$ cat config.mk
export PLATFORM = sky130hd
export DESIGN_NAME = pwrup_sequencer
export DESIGN_NICKNAME = d
export VERILOG_FILES = /design/src/rtl/pwrup_seq_pkg.sv /design/src/rtl/sync_2ff.sv /design/src/rtl/pwrup_sequencer.sv
export SDC_FILE = /design/constraint.sdc
export NUM_CORES = 1
export LEC_CHECK = 0
export ABC_CLOCK_PERIOD_IN_PS = 2500
export CORE_ASPECT_RATIO = 0.75
export CORE_MARGIN = 10
export CORE_UTILIZATION = 48
export DETAILED_ROUTE_END_ITERATION = 7
export DONT_BUFFER_PORTS = 1
export PLACE_DENSITY = 0.65
export RECOVER_POWER = 50
export SETUP_SLACK_MARGIN = 0.3
export SLEW_MARGIN = 20
export SYNTH_ARGS = -nofsm -noshare
export SYNTH_HDL_FRONTEND = slang
export SYNTH_HIERARCHICAL = 1
export SYNTH_SLANG_ARGS = --single-unit
$ cat constraint.sdc
create_clock -name REC_CLOCK_C_P -period 2.5 [get_ports REC_CLOCK_C_P]
set_input_delay 0.375 -clock REC_CLOCK_C_P [delete_from_list [all_inputs] [get_ports REC_CLOCK_C_P]]
set_output_delay 0.375 -clock REC_CLOCK_C_P [all_outputs]
set_load 0.01 [all_outputs]
$ cat src/rtl/pwrup_seq_pkg.sv
// Shared definitions for the power-up sequencer: FSM state encoding,
// the default delay-counter width and a width helper for index ports.
package pwrup_seq_pkg;

    typedef enum logic [2:0] {
        ST_IDLE      = 3'd0,
        ST_DELAY     = 3'd1,
        ST_WAIT_LOCK = 3'd2,
        ST_DONE      = 3'd3,
        ST_FAIL      = 3'd4
    } seq_state_t;

    localparam int DEF_CNT_W = 32;

    // Bits needed to index n values, never less than one bit.
    function automatic int width_min1(input int n);
        return (n > 1) ? $clog2(n) : 1;
    endfunction

endpackage

$ cat src/rtl/sync_2ff.sv
// Two-flop synchronizer for slow asynchronous status inputs (lock, power-good).
// Output lags the input by two clock edges; both stages clear on reset.
module sync_2ff #(
    parameter int W = 1
) (
    input  logic         clk,
    input  logic         rst,
    input  logic [W-1:0] d,
    output logic [W-1:0] q
);

    logic [W-1:0] meta;

    // Two back-to-back capture stages; meta may go metastable, q should not.
    always_ff @(posedge clk) begin
        if (rst) begin
            meta <= '0;
            q    <= '0;
        end else begin
            meta <= d;
            q    <= meta;
        end
    end

endmodule

$ cat src/rtl/pwrup_sequencer.sv
// Power-up sequencer: walks N_STEP output patterns, each after its own delay,
// then waits for a synchronized lock indication. A lock timeout clears the
// outputs and retries the whole sequence up to MAX_RETRY times before failing.
// The current FSM state is exported on fsm_state for observation.
module pwrup_sequencer
    import pwrup_seq_pkg::*;
#(
    parameter int N_OUT       = 4,
    parameter int N_STEP      = 4,
    parameter int CNT_W       = DEF_CNT_W,
    parameter int TIMEOUT     = 200_000_000,
    parameter int MAX_RETRY   = 3,
    parameter bit AUTO_RELOCK = 1'b0
) (
    input  logic                                   REC_CLOCK_C_P,
    input  logic                                   rst,
    input  logic                                   start,
    input  logic [N_STEP*CNT_W-1:0]                step_delay,
    input  logic [N_STEP*N_OUT-1:0]                step_mask,
    input  logic                                   lock_in,
    output logic [N_OUT-1:0]                       seq_out,
    output logic                                   busy,
    output logic                                   done,
    output logic                                   fail,
    output logic [width_min1(N_STEP)-1:0]          step_idx,
    output logic [width_min1(MAX_RETRY+1)-1:0]     retry_cnt,
    output seq_state_t                             fsm_state
);

    localparam int               IDX_W       = width_min1(N_STEP);
    localparam int               RTY_W       = width_min1(MAX_RETRY + 1);
    localparam logic [IDX_W-1:0] LAST_IDX    = IDX_W'(N_STEP - 1);
    localparam logic [RTY_W-1:0] RETRY_LIMIT = RTY_W'(MAX_RETRY);
    localparam logic [CNT_W-1:0] TIMEOUT_CNT = CNT_W'(TIMEOUT);
    localparam logic [CNT_W-1:0] CNT_MAX     = '1;

    seq_state_t       state_q, state_n;
    logic [N_OUT-1:0] seq_q, seq_n;
    logic [CNT_W-1:0] cnt_q, cnt_n;
    logic [IDX_W-1:0] idx_q, idx_n;
    logic [RTY_W-1:0] retry_q, retry_n;
    logic             lock_s;
    logic [CNT_W-1:0] cur_delay;
    logic [N_OUT-1:0] cur_mask;
    logic [CNT_W-1:0] cnt_inc;

    sync_2ff #(.W(1)) u_lock_sync (
        .clk (REC_CLOCK_C_P),
        .rst (rst),
        .d   (lock_in),
        .q   (lock_s)
    );

    assign cur_delay = step_delay[int'(idx_q)*CNT_W +: CNT_W];
    assign cur_mask  = step_mask[int'(idx_q)*N_OUT +: N_OUT];
    // Saturate rather than wrap so a long lock wait cannot alias a small count.
    assign cnt_inc   = (cnt_q == CNT_MAX) ? cnt_q : cnt_q + CNT_W'(1);

    // State and datapath registers; reset wins over everything else.
    always_ff @(posedge REC_CLOCK_C_P) begin
        if (rst) begin
            state_q <= ST_IDLE;
            seq_q   <= '0;
            cnt_q   <= '0;
            idx_q   <= '0;
            retry_q <= '0;
        end else begin
            state_q <= state_n;
            seq_q   <= seq_n;
            cnt_q   <= cnt_n;
            idx_q   <= idx_n;
            retry_q <= retry_n;
        end
    end

    // Next-state and datapath updates for the sequencing FSM.
    always_comb begin
        state_n = state_q;
        seq_n   = seq_q;
        cnt_n   = cnt_q;
        idx_n   = idx_q;
        retry_n = retry_q;
        case (state_q)
            ST_IDLE: begin
                // Outputs are left as they are when leaving IDLE.
                if (start) begin
                    state_n = ST_DELAY;
                    cnt_n   = '0;
                    idx_n   = '0;
                    retry_n = '0;
                end
            end
            ST_DELAY: begin
                if (cnt_q == cur_delay) begin
                    seq_n = cur_mask;
                    cnt_n = '0;
                    if (idx_q == LAST_IDX) begin
                        state_n = ST_WAIT_LOCK;
                    end else begin
                        idx_n = idx_q + IDX_W'(1);
                    end
                end else begin
                    cnt_n = cnt_inc;
                end
            end
            ST_WAIT_LOCK: begin
                // Lock is checked first so a lock arriving on the timeout cycle still counts.
                if (lock_s) begin
                    state_n = ST_DONE;
                    cnt_n   = '0;
                end else if (cnt_q == TIMEOUT_CNT) begin
                    seq_n = '0;
                    cnt_n = '0;
                    if (retry_q < RETRY_LIMIT) begin
                        retry_n = retry_q + RTY_W'(1);
                        idx_n   = '0;
                        state_n = ST_DELAY;
                    end else begin
                        state_n = ST_FAIL;
                    end
                end else begin
                    cnt_n = cnt_inc;
                end
            end
            ST_DONE: begin
                if (start) begin
                    state_n = ST_DELAY;
                    seq_n   = '0;
                    cnt_n   = '0;
                    idx_n   = '0;
                    retry_n = '0;
                end else if (AUTO_RELOCK && !lock_s) begin
                    state_n = ST_DELAY;
                    seq_n   = '0;
                    cnt_n   = '0;
                    idx_n   = '0;
                    retry_n = '0;
                end
            end
            ST_FAIL: begin
                if (start) begin
                    state_n = ST_DELAY;
                    seq_n   = '0;
                    cnt_n   = '0;
                    idx_n   = '0;
                    retry_n = '0;
                end
            end
            default: begin
                state_n = ST_IDLE;
                seq_n   = '0;
                cnt_n   = '0;
                idx_n   = '0;
                retry_n = '0;
            end
        endcase
    end

    assign seq_out   = seq_q;
    assign busy      = (state_q == ST_DELAY) || (state_q == ST_WAIT_LOCK);
    assign done      = (state_q == ST_DONE);
    assign fail      = (state_q == ST_FAIL);
    assign step_idx  = idx_q;
    assign retry_cnt = retry_q;
    assign fsm_state = state_q;

endmodule

==> impl_metrics.csv <==
group,metric,value,unit
sta,setup_violations,40,
setup_path,rr_worst_depth,12,
logic_synthesis,synth-seq-cells,45,
power_and_ir_drop,p_sw,996.4,uW
routing,drt_iter0_markers,433,
cells_and_area,nets,686,
power_and_ir_drop,seqPwrFrac,33.0,%
place,port_buffers,0,
cells_and_area,n_antenna_cell,0,
routing,drc,0,
global_routing,antenna_found_initial,0,
logic_synthesis,synthFlopType,"dfxtp_1",
floorplanning,pin_count,162,
place,dpl.hpwl,12630,um
setup_path,cp.arrival,3.05,ns
routing,drt_pass1_iterations,6,
clocking,clkLatencyLatePin,0.31,ns
floorplanning,num_rows,28,
sta,fmax,351.2,MHz
logic_synthesis,syn_area_per_cell,8.824,um^2
sta,worst_pin_slew,0.5933,ns
logic_synthesis,synth_compound_area_share,16.79,%
floorplanning,fp.dieH,99.38,um
sta,fin_crit_sh,113.9,%
setup_path,path_max_fanout,9,
clocking,clockBufferDepth,2,
global_routing,grt_util_all_layers,24.08,%
power_and_ir_drop,p_per_area,462.7,nW/um^2
logic_synthesis,synth_top_family_by_area,"simple AND/OR/NAND/NOR gates",
logic_synthesis,synthArstFlopShare,0,%
clocking,root_buffer,"clkbuf_8",
sta,fin_ws,-0.3470,ns
place,place_congestion,0.9807,
floorplanning,dieArea,12510,um^2
clocking,cts_made_buffers,5,
floorplanning,core_area,8023,um^2
global_routing,overflow,0,
clocking,path_clk_slew,0.10,ns
logic_synthesis,postSynthCellCount,457,
global_routing,grt_max_degree,32,
cells_and_area,instances_no_fill,640,
sta,maxSlewViolCount,0,
global_routing,grt_pass1_wl,24410,um
logic_synthesis,ys_types,58,
power_and_ir_drop,p_leak,1.837,nW
sta,final_hold_viol_count,0,
power_and_ir_drop,ir_drop,0.2887,mV
clocking,holdBufCountCts,0,
setup_path,worstSetupPathType,"reg2reg",
logic_synthesis,ys_seq_area_share,22.34,%
setup_path,cp-start-kind,"flip-flop",
cells_and_area,fillers,636,
logic_synthesis,syn-cell-area,4033,um^2
routing,drt_wl_total,16280,um
status,violations,"setup timing",
global_routing,grt_pass1_vias,4231,
cells_and_area,drive_gt1_share,36.26,%
routing,vias,4315,
power_and_ir_drop,p_int,1.437,mW
worst_hold_path,hold_depth,1,
routing,wl_per_cell,25.44,um
sta,max_slew_margin,60.40,%
floorplanning,start_util,50.27,%
sta,post-route-min-period,2.847,ns
power_and_ir_drop,p_comb_share,46.0,%
logic_synthesis,synthSimpleGateAreaFrac,24.73,%
setup_path,critical_path_required,2.70,ns
place,dp.cells,613,
power_and_ir_drop,clockPowerShare,21.1,%
cells_and_area,finish.utilization,65.53,%
logic_synthesis,synth_fa_ha_area_share,1.241,%
logic_synthesis,synthXorXnorAreaFrac,7.167,%
floorplanning,die_w,125.8,um
clocking,clock_sinks,45,
clocking,htreeDepth,2,
status,status,"complete, but fails checks",
cells_and_area,area_growth,30.38,%
logic_synthesis,synth_edf_count,0,
routing,post_drt_via_cell_ratio,6.742,
sta,finClkSkew,0.008196,ns
logic_synthesis,synth_warnings,6,
logic_synthesis,synthMuxAreaShare,22.09,%
sta,rsz0062_at_grt,"yes",
setup_path,end_kind,"flip-flop",
worst_hold_path,hold_class,"in2reg",
logic_synthesis,synth_fp_nets,609,
clocking,cts_tree,"yes",
job,maxCapViolCount,0,
routing,ant_nets,0,
power_and_ir_drop,switching_share,40.96,%
cells in the final DEF, fill, tap and decap left out, drive strengths merged, types with 5 or more instances in the layout:
cell type | Yosys | layout
and3 | 5 | 5
o41ai | 6 | 6
xnor2 | 32 | 32
nand2 | 51 | 51
inv | 13 | 13
and2 | 14 | 14
dfxtp | 45 | 45
nor4 | 11 | 11
clkbuf | 25 | 6
and4 | 5 | 5
o22ai | 19 | 19
nor3 | 9 | 9
o2111ai | 5 | 5
nand4 | 25 | 25
nor2b | 6 | 6
a21oi | 23 | 23
nor2 | 31 | 31
mux4 | 36 | 36
buf | 11 | 106
nand3 | 12 | 12
mux2i | 8 | 8
o21ai | 10 | 10
registers in the layout (all words and copies together), names as in the netlist:
signal and flops:
seq_out 4, u_lock_sync/q 1, fsm_state 3, retry_cnt 2
cnt_q 32, u_lock_sync/meta 1, step_idx 2
stage by stage:
stage,power (mW),area (um^2),TNS (ns),hold WS [ns],worst slack [ns]
detailed placement,1.774,4700,-7.096,0.4289,-0.2947
global placement,1.774,4700,-5.639,0.4217,-0.2758
finish,2.433,5258,-10.99,0.1222,-0.3470
CTS,2.329,5036,-7.595,0.1185,-0.2621
floorplan,1.391,4078,-0.5178,0.4138,-0.05638
global route,2.538,5258,-14.77,0.1109,-0.4400
synthesized netlist by cell type, drive strengths merged, types with 3 or more instances:
cell	instances	area, um^2
clkbuf	25	93.84
nand4	25	156.4
o41ai	6	60.06
buf	11	85.07
ha	4	50.05
o221ai	3	26.28
xnor2	32	280.3
o21ai	10	53.80
a21oi	23	126.4
o22ai	19	118.9
mux4	36	810.8
o31ai	4	30.03
and4	5	43.79
nor2b	6	37.54
inv	13	48.80
nand3	12	60.06
o2111ai	5	43.79
nor4	11	98.84
mux2i	8	80.08
o21a	4	30.03
nor3	9	45.04
nand2	51	191.4
or4	3	22.52
and2	14	87.58
o211ai	4	30.03
dfxtp	45	900.9
nor2	31	123.9
or3	4	25.02
and3	5	31.28
power groups by stage:
stage / sequential (mW) / clock (mW) / combinational (mW)
detailed placement: 0.819 / 0 / 0.955
global placement: 0.818 / 0 / 0.956
CTS: 0.802 / 0.511 / 1.02
floorplan: 0.815 / 0 / 0.575
global route: 0.810 / 0.538 / 1.19
finish: 0.802 / 0.513 / 1.12
worst paths after layout:
check	from	endpoint	slack, ns
setup / recovery	step_idx[0]$_SDFFE_PP0P_	cnt_q[12]$_SDFFE_PP0N_	-0.35
hold / removal	rst	u_lock_sync/q$_SDFF_PP0_	0.12
setup reg to reg	step_idx[0]$_SDFFE_PP0P_	cnt_q[12]$_SDFFE_PP0N_	-0.35
hold reg to reg	u_lock_sync/meta$_SDFF_PP0_	u_lock_sync/q$_SDFF_PP0_	0.45
critical path, stage by stage (launching register included):
cell and delay (ns):
dfxtp_4 0.39, buf_12 0.12, buf_8 0.11, mux4_2 0.50, xnor2_1 0.18, nand4_1 0.24, nor4_4 0.40, buf_6 0.18
a21oi_4 0.10, buf_12 0.16, buf_4 0.14, o22ai_1 0.14, a21oi_1 0.08
layer usage:
metal  vias up  wire, um  GRT usage, %
li1       1916         -             -
met3        12      1928         7.109
met2       280      7761         39.23
met4         0       201         4.891
met1      2107      6389         31.07
met5         -         0             0
cells by family after synthesis:
group                    Yosys count
AO/OA/AOI/OAI                     97
XOR/XNOR                          33
adder cells (fa/ha/maj)            4
buffers and inverters             49
flip-flops                        45
multiplexers                      44
AND/OR/NAND/NOR                  185
area by class of cell:
cell class | count | area [um^2] | share of cell area [%]
clock inverter | 2 | 13.76 | 0.2618
timing repair buffer | 106 | 928.4 | 17.66
multi-input combinational | 363 | 3147 | 59.85
sequential | 45 | 905.9 | 17.23
tap | 105 | 131.4 | 2.499
clock buffer | 6 | 82.58 | 1.571
inverter | 13 | 48.80 | 0.9281
timing repair:
item | 4_1_cts | 5_1_grt
gates cloned | 1 | 0
resized for setup | 18 | 30
setup endpoints to repair | 41 | 42
pin swaps | 11 | 18
buffers inserted | 12 | 6
Power figures use the tool's default switching activity.
